==> src/rtl/robot_pkg.sv <==
// Shared encodings for the pipe-cleaning robot controller: FSM states,
// sensor patterns over {head,left,barrier}, action codes and default limits.
package robot_pkg;

  localparam logic [2:0] ST_RESET      = 3'd0;
  localparam logic [2:0] ST_FIRST_MOVE = 3'd1;
  localparam logic [2:0] ST_SEARCH     = 3'd2;
  localparam logic [2:0] ST_ROTATE     = 3'd3;
  localparam logic [2:0] ST_FOLLOW     = 3'd4;
  localparam logic [2:0] ST_STANDBY    = 3'd5;
  localparam logic [2:0] ST_STUCK      = 3'd6;

  // Sensor patterns, bit order {head,left,barrier}
  localparam logic [2:0] PAT_LEFT_WALL  = 3'b010;
  localparam logic [2:0] PAT_LEFT_TRASH = 3'b011;
  localparam logic [2:0] PAT_CORNER     = 3'b110;

  localparam int DEF_MAX_TURNS  = 8;
  localparam int DEF_MAX_REMOVE = 16;
  localparam int DEF_STEP_W     = 8;

  typedef enum logic [1:0] {
    ACT_NONE,
    ACT_FRONT,
    ACT_TURN,
    ACT_REMOVE
  } action_t;

endpackage

==> src/rtl/robot_limit_counter.sv <==
// Consecutive-event counter that saturates at LIMIT and flags when the
// limit has been reached, so the next event of the same kind can be refused.
module robot_limit_counter #(
  parameter int LIMIT = 8,
  localparam int CNT_W = $clog2(LIMIT + 1)
) (
  input  logic             clock,
  input  logic             reset,
  input  logic             inc,
  input  logic             clr,
  output logic             at_limit,
  output logic [CNT_W-1:0] count
);

  assign at_limit = (count == CNT_W'(LIMIT));

  always_ff @(posedge clock) begin
    if (!reset)
      count <= '0;
    else if (clr)
      count <= '0;
    else if (inc && !at_limit)
      count <= count + 1'b1;
  end

endmodule

==> src/rtl/robot_ctrl_param.sv <==
// Left-wall-following pipe-cleaning controller with effort supervision
// (turn/remove limits trap into STUCK) and a saturating step odometer.
module robot_ctrl_param
  import robot_pkg::*;
#(
  parameter int MAX_TURNS  = DEF_MAX_TURNS,
  parameter int MAX_REMOVE = DEF_MAX_REMOVE,
  parameter int STEP_W     = DEF_STEP_W
) (
  input  logic              clock,
  input  logic              reset,
  input  logic              head,
  input  logic              left,
  input  logic              under,
  input  logic              barrier,
  output logic              front,
  output logic              turn,
  output logic              remove,
  output logic              done,
  output logic              stuck,
  output logic [STEP_W-1:0] step_count
);

  localparam int TURN_W   = $clog2(MAX_TURNS + 1);
  localparam int REMOVE_W = $clog2(MAX_REMOVE + 1);

  logic [2:0]          state;
  logic [2:0]          state_nxt;
  logic [2:0]          pat;
  action_t             act;
  logic                turn_at_limit;
  logic                remove_at_limit;
  logic [TURN_W-1:0]   turn_cnt;
  logic [REMOVE_W-1:0] remove_cnt;

  assign pat = {head, left, barrier};

  always_comb begin
    state_nxt = state;
    act       = ACT_NONE;
    case (state)
      ST_RESET: state_nxt = ST_FIRST_MOVE;
      ST_STANDBY, ST_STUCK: state_nxt = state;
      default: begin
        // Exit detection is masked while the robot is still leaving the dock
        if (under && (state != ST_FIRST_MOVE)) begin
          state_nxt = ST_STANDBY;
        end else if (head && barrier) begin
          state_nxt = ST_STANDBY;
        end else begin
          case (state)
            ST_FIRST_MOVE: begin
              if (pat == PAT_LEFT_WALL) begin
                state_nxt = ST_SEARCH;
                act       = ACT_FRONT;
              end else if (pat == PAT_LEFT_TRASH) begin
                act       = ACT_REMOVE;
              end else begin
                act       = ACT_TURN;
              end
            end
            ST_SEARCH: begin
              case (pat)
                PAT_LEFT_WALL:  act = ACT_FRONT;
                PAT_CORNER: begin
                  state_nxt = ST_ROTATE;
                  act       = ACT_TURN;
                end
                PAT_LEFT_TRASH: begin
                  state_nxt = ST_FOLLOW;
                  act       = ACT_REMOVE;
                end
                default: begin
                  state_nxt = ST_FOLLOW;
                  act       = ACT_TURN;
                end
              endcase
            end
            ST_ROTATE: begin
              if (pat == PAT_LEFT_WALL) begin
                state_nxt = ST_SEARCH;
                act       = ACT_FRONT;
              end else if (pat == PAT_LEFT_TRASH) begin
                state_nxt = ST_FOLLOW;
                act       = ACT_REMOVE;
              end else begin
                act       = ACT_TURN;
              end
            end
            ST_FOLLOW: begin
              if (!head && barrier) begin
                act       = ACT_REMOVE;
              end else if (!head) begin
                state_nxt = ST_SEARCH;
                act       = ACT_FRONT;
              end else if (left) begin
                state_nxt = ST_ROTATE;
                act       = ACT_TURN;
              end else begin
                act       = ACT_TURN;
              end
            end
            default: state_nxt = ST_RESET;
          endcase
        end
      end
    endcase
    // An action that would exceed its effort budget is suppressed and traps
    if ((act == ACT_TURN && turn_at_limit) || (act == ACT_REMOVE && remove_at_limit)) begin
      state_nxt = ST_STUCK;
      act       = ACT_NONE;
    end
  end

  assign front  = (act == ACT_FRONT);
  assign turn   = (act == ACT_TURN);
  assign remove = (act == ACT_REMOVE);
  assign done   = (state == ST_STANDBY);
  assign stuck  = (state == ST_STUCK);

  always_ff @(posedge clock) begin
    if (!reset)
      state <= ST_RESET;
    else
      state <= state_nxt;
  end

  always_ff @(posedge clock) begin
    if (!reset)
      step_count <= '0;
    else if (front && (step_count != '1))
      step_count <= step_count + 1'b1;
  end

  robot_limit_counter #(.LIMIT(MAX_TURNS)) u_turn_cnt (
    .clock    (clock),
    .reset    (reset),
    .inc      (turn),
    .clr      (front | remove),
    .at_limit (turn_at_limit),
    .count    (turn_cnt)
  );

  robot_limit_counter #(.LIMIT(MAX_REMOVE)) u_remove_cnt (
    .clock    (clock),
    .reset    (reset),
    .inc      (remove),
    .clr      (front | turn),
    .at_limit (remove_at_limit),
    .count    (remove_cnt)
  );

  a_turn_bound:   assert property (@(posedge clock) turn_cnt <= TURN_W'(MAX_TURNS));
  a_remove_bound: assert property (@(posedge clock) remove_cnt <= REMOVE_W'(MAX_REMOVE));
  a_one_action:   assert property (@(posedge clock) $onehot0({front, turn, remove}));

endmodule
==> config.mk <==
export PLATFORM = sky130hd
export DESIGN_NAME = robot_ctrl_param
export DESIGN_NICKNAME = d
export VERILOG_FILES = /design/src/rtl/robot_pkg.sv /design/src/rtl/robot_limit_counter.sv /design/src/rtl/robot_ctrl_param.sv
export SDC_FILE = /design/constraint.sdc
export NUM_CORES = 1
export LEC_CHECK = 0
export ABC_AREA = 1
export CAP_MARGIN = 30
export CORE_MARGIN = 5
export CORE_UTILIZATION = 25
export CTS_CLUSTER_DIAMETER = 150
export DETAILED_ROUTE_END_ITERATION = 6
export GPL_ROUTABILITY_DRIVEN = 0
export PLACE_DENSITY = 0.48
export SLEW_MARGIN = 20
export SYNTH_ARGS = -nofsm -noshare
export SYNTH_HDL_FRONTEND = slang
export SYNTH_SLANG_ARGS = --single-unit
export TNS_END_PERCENT = 20
==> constraint.sdc <==
create_clock -name clock -period 2.67 [get_ports clock]
set_input_delay 0.534 -clock clock [delete_from_list [all_inputs] [get_ports clock]]
set_output_delay 0.534 -clock clock [all_outputs]
set_load 0.05 [all_outputs]
* Yosys cells after proc, flatten, opt, wreduce, memory -nomap -nowiden
Cells that the tools add are included.
Operators by class: add/sub/neg operators 3, equal/unequal tests 29, muxes and demuxes 22, bitwise operators 4, reductions and logical operators 21
Operators by type and width (count):
- $mux W3 | 9
- $ne A6 B6 Y1 const B | 3
- $mux W2 | 7
- $eq A3 B2 Y1 const B | 4
- $eq A3 B3 Y1 const B | 4
- $ne A6 B5 Y1 const B | 2
- $pmux W3 S2 | 2
- $pmux W3 S4 | 1
- $reduce_and A6 Y1 | 2
- $ne A5 B5 Y1 const B | 2
- $reduce_or A2 Y1 | 5
- $add A8 B1 Y8 const B | 1
- $eq A2 B2 Y1 const B | 4
- $logic_and A1 B1 Y1 | 8
- $ne A8 B8 Y1 const B | 1
- $ne A7 B6 Y1 const B | 1
- $ne A7 B7 Y1 const B | 1
- $pmux W2 S3 | 1
- $add A5 B1 Y5 const B | 1
- $eq A5 B5 Y1 const B | 1
- $ne A5 B4 Y1 const B | 1
- $add A4 B1 Y4 const B | 1
- $eq A4 B4 Y1 const B | 1
- $pmux W2 S2 | 1
- other kinds (11) | 15
Storage, ports and cells: flip-flop bits (word level) 20, output and inout bits 13, word-level logic and storage cells 84

* Longest topological paths before layout
Gate-level depths: netlist of the first run.
word-level depth 14, mapped depth 17

* By module
A second synthesis of the first run with hierarchy kept.
Unflattened totals: cell total of the unflattened synthesis 223, area, all modules 1430.1 µm²
Modules (own cells, without submodules):
- robot_ctrl_param | times used 1, cells an instance 147, area each 919.6 µm², sequential area each 220.2 µm²
- robot_limit_counter (u_remove_cnt) | times used 1, cells an instance 43, area each 279.0 µm², sequential area each 100.1 µm²
- robot_limit_counter (u_turn_cnt) | times used 1, cells an instance 33, area each 231.5 µm², sequential area each 80.1 µm²

* Worst setup path after synthesis of the first run
No wires, ideal clock.
kind input to register, start input port head, end register u_remove_cnt.count[4], library setup time 0.117 ns, data arrival time 2.374 ns, path slack 0.179 ns, stages on the path 15, path buffers 0, cells stage by stage inv_1 > nand2_1 > inv_1 > nand3_1 > nand2_1 > nand2_1 > nand3_4 > nand2_1 > inv_1 > ha_1 > nand2_1 > nor3_1 > nand2_1 > xor2_1 > nor2_1
RTL lines:
- start, declared | line robot_ctrl_param.sv:12 | input logic head,
- $eq A3 B2 Y1 or $logic_not A1 Y1 (tied branches)
- $mux W1 or $logic_and A1 B1 Y1 (tied branches) | line robot_ctrl_param.sv:56, robot_ctrl_param.sv:83, robot_ctrl_param.sv:91
- $mux W2, on equally long branches | line robot_ctrl_param.sv:80, robot_ctrl_param.sv:91
- $pmux W2 S3 | line robot_ctrl_param.sv:51 | case (state)
- $mux W2 (*) | line robot_ctrl_param.sv:48 | end else if (head && barrier) begin
- $mux W2 (*) | line robot_ctrl_param.sv:46 | if (under && (state != ST_FIRST_MOVE)) begin
- $mux W2 (*) | line robot_ctrl_param.sv:41 | case (state)
- $eq A2 B2 Y1 | line robot_ctrl_param.sv:109 | if ((act == ACT_TURN && turn_at_limit) || (act == ACT_REMOVE && remove_at_limit)) begin
- $logic_and A1 B1 Y1 | line robot_ctrl_param.sv:109
- $logic_or A1 B1 Y1 | line robot_ctrl_param.sv:109
- $mux W2 (*) | line robot_ctrl_param.sv:109
- $eq A2 B2 Y1 (*) | line robot_ctrl_param.sv:117 | assign remove = (act == ACT_REMOVE);
- net remove | line robot_ctrl_param.sv:18 | output logic remove,
- $logic_and A1 B1 Y1 (*) | line robot_limit_counter.sv:22 | else if (inc && !at_limit)
- end signal, assigned | line robot_limit_counter.sv:23 | count <= count + 1'b1;
- end, declared | line robot_limit_counter.sv:12 | output logic [CNT_W-1:0] count
The timed path passes the listed nets; every way through them passes the cells marked *. A chain may end at the register's enable or synchronous reset.

* Worst setup path in the final report of the first run
start input port barrier, end output port front
Between the ends: longest elaborated chain between the ends 12
RTL lines:
- start, declared | line robot_ctrl_param.sv:15 | input logic barrier,
- $eq A3 B2 Y1 | line robot_ctrl_param.sv:56, robot_ctrl_param.sv:63, robot_ctrl_param.sv:83
- $mux W1 | line robot_ctrl_param.sv:56, robot_ctrl_param.sv:83
- $mux W2 | line robot_ctrl_param.sv:80 | if (pat == PAT_LEFT_WALL) begin
- $pmux W2 S3 | line robot_ctrl_param.sv:51
- $mux W2 (*) | line robot_ctrl_param.sv:48
- $mux W2 (*) | line robot_ctrl_param.sv:46
- $mux W2 (*) | line robot_ctrl_param.sv:41
- $eq A2 B2 Y1 | line robot_ctrl_param.sv:109
- $logic_and A1 B1 Y1 | line robot_ctrl_param.sv:109
- $logic_or A1 B1 Y1 | line robot_ctrl_param.sv:109
- $mux W2 (*) | line robot_ctrl_param.sv:109
- $eq A2 B1 Y1 (*) | line robot_ctrl_param.sv:115 | assign front = (act == ACT_FRONT);
- end, declared | line robot_ctrl_param.sv:16 | output logic front,
Mark *: on every way between the ends. The rest lies on a longest branch, timed or not.

==> impl_metrics.json, run 1 <==
{
  "io_pins": 19,
  "setup_ws_ns": 0.09162,
  "root_buffer": "clkbuf_8",
  "end_kind": "primary output",
  "finalHoldViolCount": 0,
  "synthCells": 204,
  "fmax_ghz": 0.3878,
  "cpLargestDelayFamily": "buffers and inverters",
  "yosysSeqAreaShare": 0.2936,
  "pwr-share-comb": 0.523,
  "grt_pass1_vias": 1246,
  "cp-start-kind": "input pin",
  "numCtsBuffers": 3,
  "use_met1": 0.1184,
  "syn_area_sq_um": 1364,
  "cts_tree": "yes",
  "postRouteAntennaNets": 0,
  "cap_viol_max_count": 0,
  "synth_top_area_cell": "dfxtp_1",
  "viasPerCell": 4.161,
  "wl_per_cell_um": 9.597,
  "synth.area.top_cells": "dfxtp_1 29%, nand2_1 12%, inv_1 8.3%, ha_1 7.3%, nor2_1 6.9%",
  "synth_edf_count": 0,
  "clock-sinks": 20,
  "worstSkewPairLatency_ns": 0.26,
  "synth.most_common_cell": "nand2_1",
  "die_w_um": 83.86,
  "p_sw_frac": 0.4267,
  "slew_violations": 0,
  "final_net_count": 255,
  "tns_ns": 0,
  "syn_to_final_growth_pct": 39.17,
  "path_clk_slew_ns": 0.08,
  "htree_num_levels": 1,
  "netlist.area_leader.share": 0.2936,
  "post_layout_nonfiller_instances": 310,
  "cp_num_buf_inv": 4,
  "placed_cells": 306,
  "dieHeight_um": 83.86,
  "grt_busiest_layer": "met2",
  "core_sq_um": 5205,
  "grtUsageMet3": 0.02369,
  "finalSetupViolCount": 0,
  "seq_power_share": 0.266,
  "crit_type": "in2out",
  "status": "completed",
  "hp-class": "reg2reg",
  "die_area_sq_um": 7033,
  "internal_power_uw": 832.4,
  "grt_first_pass_wirelength_um": 5257,
  "max_stage_delay_ns": 0.54,
  "synth.net_count": 218,
  "timing.hold.ws_ns": 0.4934,
  "timing.final.crit_period_ns": 2.578,
  "antenna_found_initial": 0,
  "worstMarginPinSlew_ns": 0.5012,
  "yosys_warnings": 0,
  "fin_util": 0.3647,
  "ys.flop_type": "dfxtp_1",
  "io_buffers": 18,
  "met2_usage": 0.1359,
  "relSlewSlack": 0.6648,
  "num_vias": 1290,
  "arrival_ns": 2.04,
  "ir_worst_vdd_mv": 0.2693,
  "skew_ns": 0.005073,
  "ys_types": 26,
  "rsz0062_at_grt": "no",
  "synth-seq-cells": 20,
  "dr.pass1.iters": 4,
  "drc": 0,
  "period_share": 0.9657,
  "initial_utilization": 0.2620,
  "leakage_nw": 0.8300,
  "cp.required_ns": 2.14,
  "crit_slowest_cell": "clkdlybuf4s50_1",
  "grt_usage": 0.08835,
  "p_switching_uw": 619.4,
  "rows": 26,
  "diodes": 0,
  "dp_slack_ns": -0.04900,
  "grt_max_degree": 13,
  "synthArstFlopShare": 0,
  "dp_hpwl_um": 2386,
  "worstPathMaxFanout": 4,
  "synth_area_per_cell_sq_um": 6.685,
  "pwr-share-clk": 0.211,
  "overflow": 0,
  "power.density_nw_per_um2": 764.9,
  "cp_cell_sequence": "clkdlybuf4s50_1 -> inv_1 -> nand2_1 -> a21oi_2 -> nor2_4 -> nand3_4 -> nand2_4 -> inv_2 -> ha_4 -> buf_12",
  "drive_gt1_frac": 0.2333,
  "clockBufferDepth": 2,
  "drt_iter0_drc": 39,
  "yosys-top-cells-count": "44 x nand2_1, 30 x inv_1, 25 x nor2_1",
  "routed_wl_um": 2975
}
path summary, 6_finish.rpt:
check	endpoint	cells past startpoint	slack, ns	from
worst max-delay path	front	10	0.09	barrier
worst min register to register	u_remove_cnt.count[3]$_SDFFE_PP0P_	2	0.49	u_remove_cnt.count[3]$_SDFFE_PP0P_
worst max register to register	u_remove_cnt.count[4]$_SDFFE_PP0P_	14	0.49	state[0]$_SDFFE_PP0P_
worst min-delay path	u_remove_cnt.count[3]$_SDFFE_PP0P_	2	0.49	u_remove_cnt.count[3]$_SDFFE_PP0P_
final cells by class:
class	instances	area [sq um]
Fill cell	564	3307
Multi-Input combinational cell	149	883.3
Sequential cell	20	400.4
Timing Repair Buffer	33	327.8
Inverter	34	127.6
Tap cell	70	87.58
Clock buffer	3	41.29
Clock inverter	1	30.03
worst register-to-register path, stage by stage, from the launching register on:
cell     delay, ns
dfxtp_1       0.49
inv_2         0.09
nand2_2       0.12
nand3_1       0.10
nand2_2       0.09
nand2_1       0.09
nand3_4       0.12
nand2_4       0.08
inv_2         0.11
ha_4          0.17
nand2_1       0.10
nor3_1        0.23
nand2_1       0.10
xor2_1        0.14
nor2_1        0.05
state kept, by name, indices dropped and copies added, names as in the netlist:
| name | flops |
|---|---|
| state | 3 |
| u_remove_cnt.count | 5 |
| u_turn_cnt.count | 4 |
| step_count | 8 |
layer usage:
layer  vias up  wire length, um
met5         -                0
met4         0               44
met3         5              109
met2        17             1301
met1       550             1519
li1        718                -
cells in the final DEF (no fill, tap or decap), types with 2 or more instances in the layout:
cell,netlist,layout
nand2_1,44,40
inv_1,30,27
nor2_1,25,25
dfxtp_1,20,20
nand3_1,15,15
buf_4,0,15
clkdlybuf4s50_1,0,13
nand2_2,5,9
o21ai_0,9,9
a21oi_1,9,8
inv_2,4,7
nor2_2,6,6
ha_1,8,5
nor3_1,4,4
xor2_1,4,4
nand2_4,3,3
nand4_1,3,3
o21bai_1,3,3
ha_4,0,3
clkbuf_8,0,3
buf_12,0,3
nand3_4,2,2
nor3b_1,2,2
dlymetal6s2s_1,0,2
timing repair:
item,CTS,global route
setup buffers,0,0
hold buffers,0,0
setup endpoints to repair,3,5
resized for setup,0,16
pin swaps,0,2
cells by family (layout without fill, tap and decap cells):
kind of cell | count (synthesis) | after routing | share of synthesized area
adder cells (fa/ha/maj) | 8 | 8 | 0.07340
AO/OA/AOI/OAI | 24 | 24 | 0.09725
XOR/XNOR | 4 | 4 | 0.02569
flip-flops | 20 | 20 | 0.2936
buffers and inverters | 35 | 71 | 0.09633
AND/OR/NAND/NOR | 112 | 112 | 0.4055
multiplexers | 1 | 1 | 0.008256
per-stage QoR:
stage                     instance area, sq um  total power [mW]
final                                     1898             1.452
after global placement                    1770             1.115
after global routing                      1898             1.580
after detailed placement                  1770             1.110
after CTS                                 1842             1.426
after floorplan                           1364            0.9022
power by group through the flow:
| stage | Combinational, mW | Sequential [mW] | Clock (mW) |
|---|---|---|---|
| 2_1_floorplan | 0.493 | 0.409 | 0 |
| 3_3_place_gp | 0.721 | 0.394 | 0 |
| 3_5_place_dp | 0.718 | 0.392 | 0 |
| 4_1_cts | 0.722 | 0.385 | 0.320 |
| 5_1_grt | 0.856 | 0.394 | 0.330 |
| 6_report | 0.760 | 0.386 | 0.307 |
Note: power is estimated with default switching activity, not from simulation.
==> run 2, diff against run 1 <==
--- a/config.mk
+++ b/config.mk
@@ -9,9 +9,9 @@
 export CAP_MARGIN = 30
 export CORE_MARGIN = 5
-export CORE_UTILIZATION = 25
+export CORE_UTILIZATION = 30
 export CTS_CLUSTER_DIAMETER = 150
 export DETAILED_ROUTE_END_ITERATION = 6
 export GPL_ROUTABILITY_DRIVEN = 0
-export PLACE_DENSITY = 0.48
+export PLACE_DENSITY = 0.54
 export SLEW_MARGIN = 20
 export SYNTH_ARGS = -nofsm -noshare
==> constraint.sdc (replaced) <==
create_clock -name clock -period 2.67 [get_ports clock]
set_input_delay 0.534 -clock clock [delete_from_list [all_inputs] [get_ports clock]]
set_output_delay 0.534 -clock clock [all_outputs]
set_load 0.02 [all_outputs]
==> impl_metrics.json, run 2 (synthesis results as in run 1) <==
{
  "ir_worst_vdd_mv": 0.2811,
  "clock-sinks": 20,
  "drc": 0,
  "syn_to_final_growth_pct": 35.69,
  "pwr-share-clk": 0.221,
  "fmax_ghz": 0.3943,
  "relSlewSlack": 0.8128,
  "dr.pass1.iters": 4,
  "finalHoldViolCount": 0,
  "cp-start-kind": "input pin",
  "top_regs": "step_count x8, u_remove_cnt.count x5, u_turn_cnt.count x4",
  "largest_reg_flops": 8,
  "hp-class": "reg2reg",
  "max_stage_delay_ns": 0.50,
  "fin_util": 0.4221,
  "power.density_nw_per_um2": 741.0,
  "cp.required_ns": 2.14,
  "nFillCells": 460,
  "rows": 24,
  "dp_hpwl_um": 2279,
  "cp_num_cells": 10,
  "drt_iter0_drc": 53,
  "arrival_ns": 2.00,
  "p_switching_uw": 552.2,
  "die_area_sq_um": 5995,
  "rsz0062_at_grt": "no",
  "core_sq_um": 4384,
  "grt_first_pass_wirelength_um": 5250,
  "internal_power_uw": 819.0,
  "wl_per_cell_um": 9.689,
  "num_vias": 1340,
  "crit_slowest_cell": "clkdlybuf4s50_1",
  "viasPerCell": 4.527,
  "io_pins": 19,
  "pwr-share-comb": 0.503,
  "skew_ns": 0.007116,
  "postRouteAntennaNets": 0,
  "cp_num_buf_inv": 4,
  "die_w_um": 77.43,
  "grt_usage": 0.1008,
  "leakage_nw": 0.8373,
  "initial_utilization": 0.3111,
  "htree_num_levels": 1,
  "mostFrequentLayoutCell": "nand2_1",
  "crit_type": "in2out",
  "root_buffer": "clkbuf_8",
  "overflow": 0,
  "antenna_found_initial": 0,
  "cpLargestDelayFamily": "buffers and inverters",
  "final_cell_mix": "41 x nand2_1, 27 x inv_1, 25 x nor2_1",
  "path_clk_slew_ns": 0.08,
  "status": "completed",
  "seq_power_share": 0.275,
  "finalSetupViolCount": 0,
  "cts_tree": "yes",
  "cts_hold_buf": 0,
  "grt_pass1_vias": 1320,
  "worstPathMaxFanout": 3,
  "worstSkewPairLatency_ns": 0.26,
  "cap_viol_max_count": 0,
  "ff2ff_path_depth": 15,
  "power.total_mw": 1.371,
  "end_kind": "primary output",
  "slew_violations": 0,
  "io_buffers": 18,
  "tns_ns": 0,
  "diodes": 0,
  "regMostFlops": "step_count",
  "dieHeight_um": 77.43,
  "grt_max_degree": 14,
  "drive_gt1_frac": 0.2418,
  "clockBufferDepth": 2,
  "numCtsBuffers": 3,
  "whs_path_depth": 2,
  "p_sw_frac": 0.4027,
  "routed_wl_um": 2868,
  "final_net_count": 259,
  "worstMarginPinSlew_ns": 0.2787,
  "period_share": 0.9499,
  "cp_cell_sequence": "clkdlybuf4s50_1 -> inv_1 -> nand2_1 -> a21oi_2 -> nor2_4 -> nand3_4 -> nand2_4 -> inv_2 -> ha_2 -> buf_4",
  "timing.final.crit_period_ns": 2.536
}
[run 2: power groups by stage]
stage          Clock, mW  Combinational (mW)  Sequential [mW]
2_1_floorplan          0               0.456            0.392
3_3_place_gp           0               0.675            0.386
3_5_place_dp           0               0.668            0.385
4_1_cts            0.313               0.660            0.378
5_1_grt            0.327               0.784            0.384
6_report           0.303               0.690            0.378
[run 2: what timing repair did]
action                                  CTS  global route
pin swaps                                 0             2
endpoints found under the hold margin     0             0
endpoints found under the setup margin    3             7
setup buffers                             0             1
gates resized for setup                  12            17
[run 2: final cells by class]
type / count / area [sq um] / share of cell area
multi-input cells: 149 / 865.8 / 0.4679
flip-flops and latches: 20 / 400.4 / 0.2164
repair buffers: 37 / 320.3 / 0.1731
inverters: 34 / 127.6 / 0.06897
well taps: 52 / 65.06 / 0.03516
clock buffers: 3 / 41.29 / 0.02231
clock inverters: 1 / 30.03 / 0.01623
[run 2: worst paths after layout]
check	from	endpoint	slack (ns)
hold / removal	step_count[3]$_SDFFE_PN0P_	step_count[3]$_SDFFE_PN0P_	0.50
hold reg to reg	step_count[3]$_SDFFE_PN0P_	step_count[3]$_SDFFE_PN0P_	0.50
setup / recovery	barrier	front	0.13
setup reg to reg	state[0]$_SDFFE_PP0P_	u_turn_cnt.count[1]$_SDFFE_PP0P_	0.44
[run 2: routing by layer]
layer | global-route usage | routed length (um)
met1 | 0.1320 | 1415
met2 | 0.1684 | 1283
met3 | 0.01852 | 139
met4 | 0.02921 | 30
met5 | 0 | 0
[run 2: per-stage QoR]
| step | area (sq um) | hold slack (ns) | cells | setup slack [ns] |
|---|---|---|---|---|
| after floorplan | 1364 | 0.4630 | 204 | 0.4396 |
| after global placement | 1740 | 0.4879 | 291 | -0.3893 |
| after detailed placement | 1740 | 0.4899 | 291 | -0.4009 |
| after CTS | 1797 | 0.5025 | 295 | 0.01054 |
| after global routing | 1851 | 0.5301 | 296 | 0.003126 |
| final | 1851 | 0.4971 | 296 | 0.1339 |
[run 2: tightest hold or removal path: stages, from the launching register on]
cell and delay, ns:
dfxtp_1 0.34, inv_1 0.07, a21oi_1 0.05
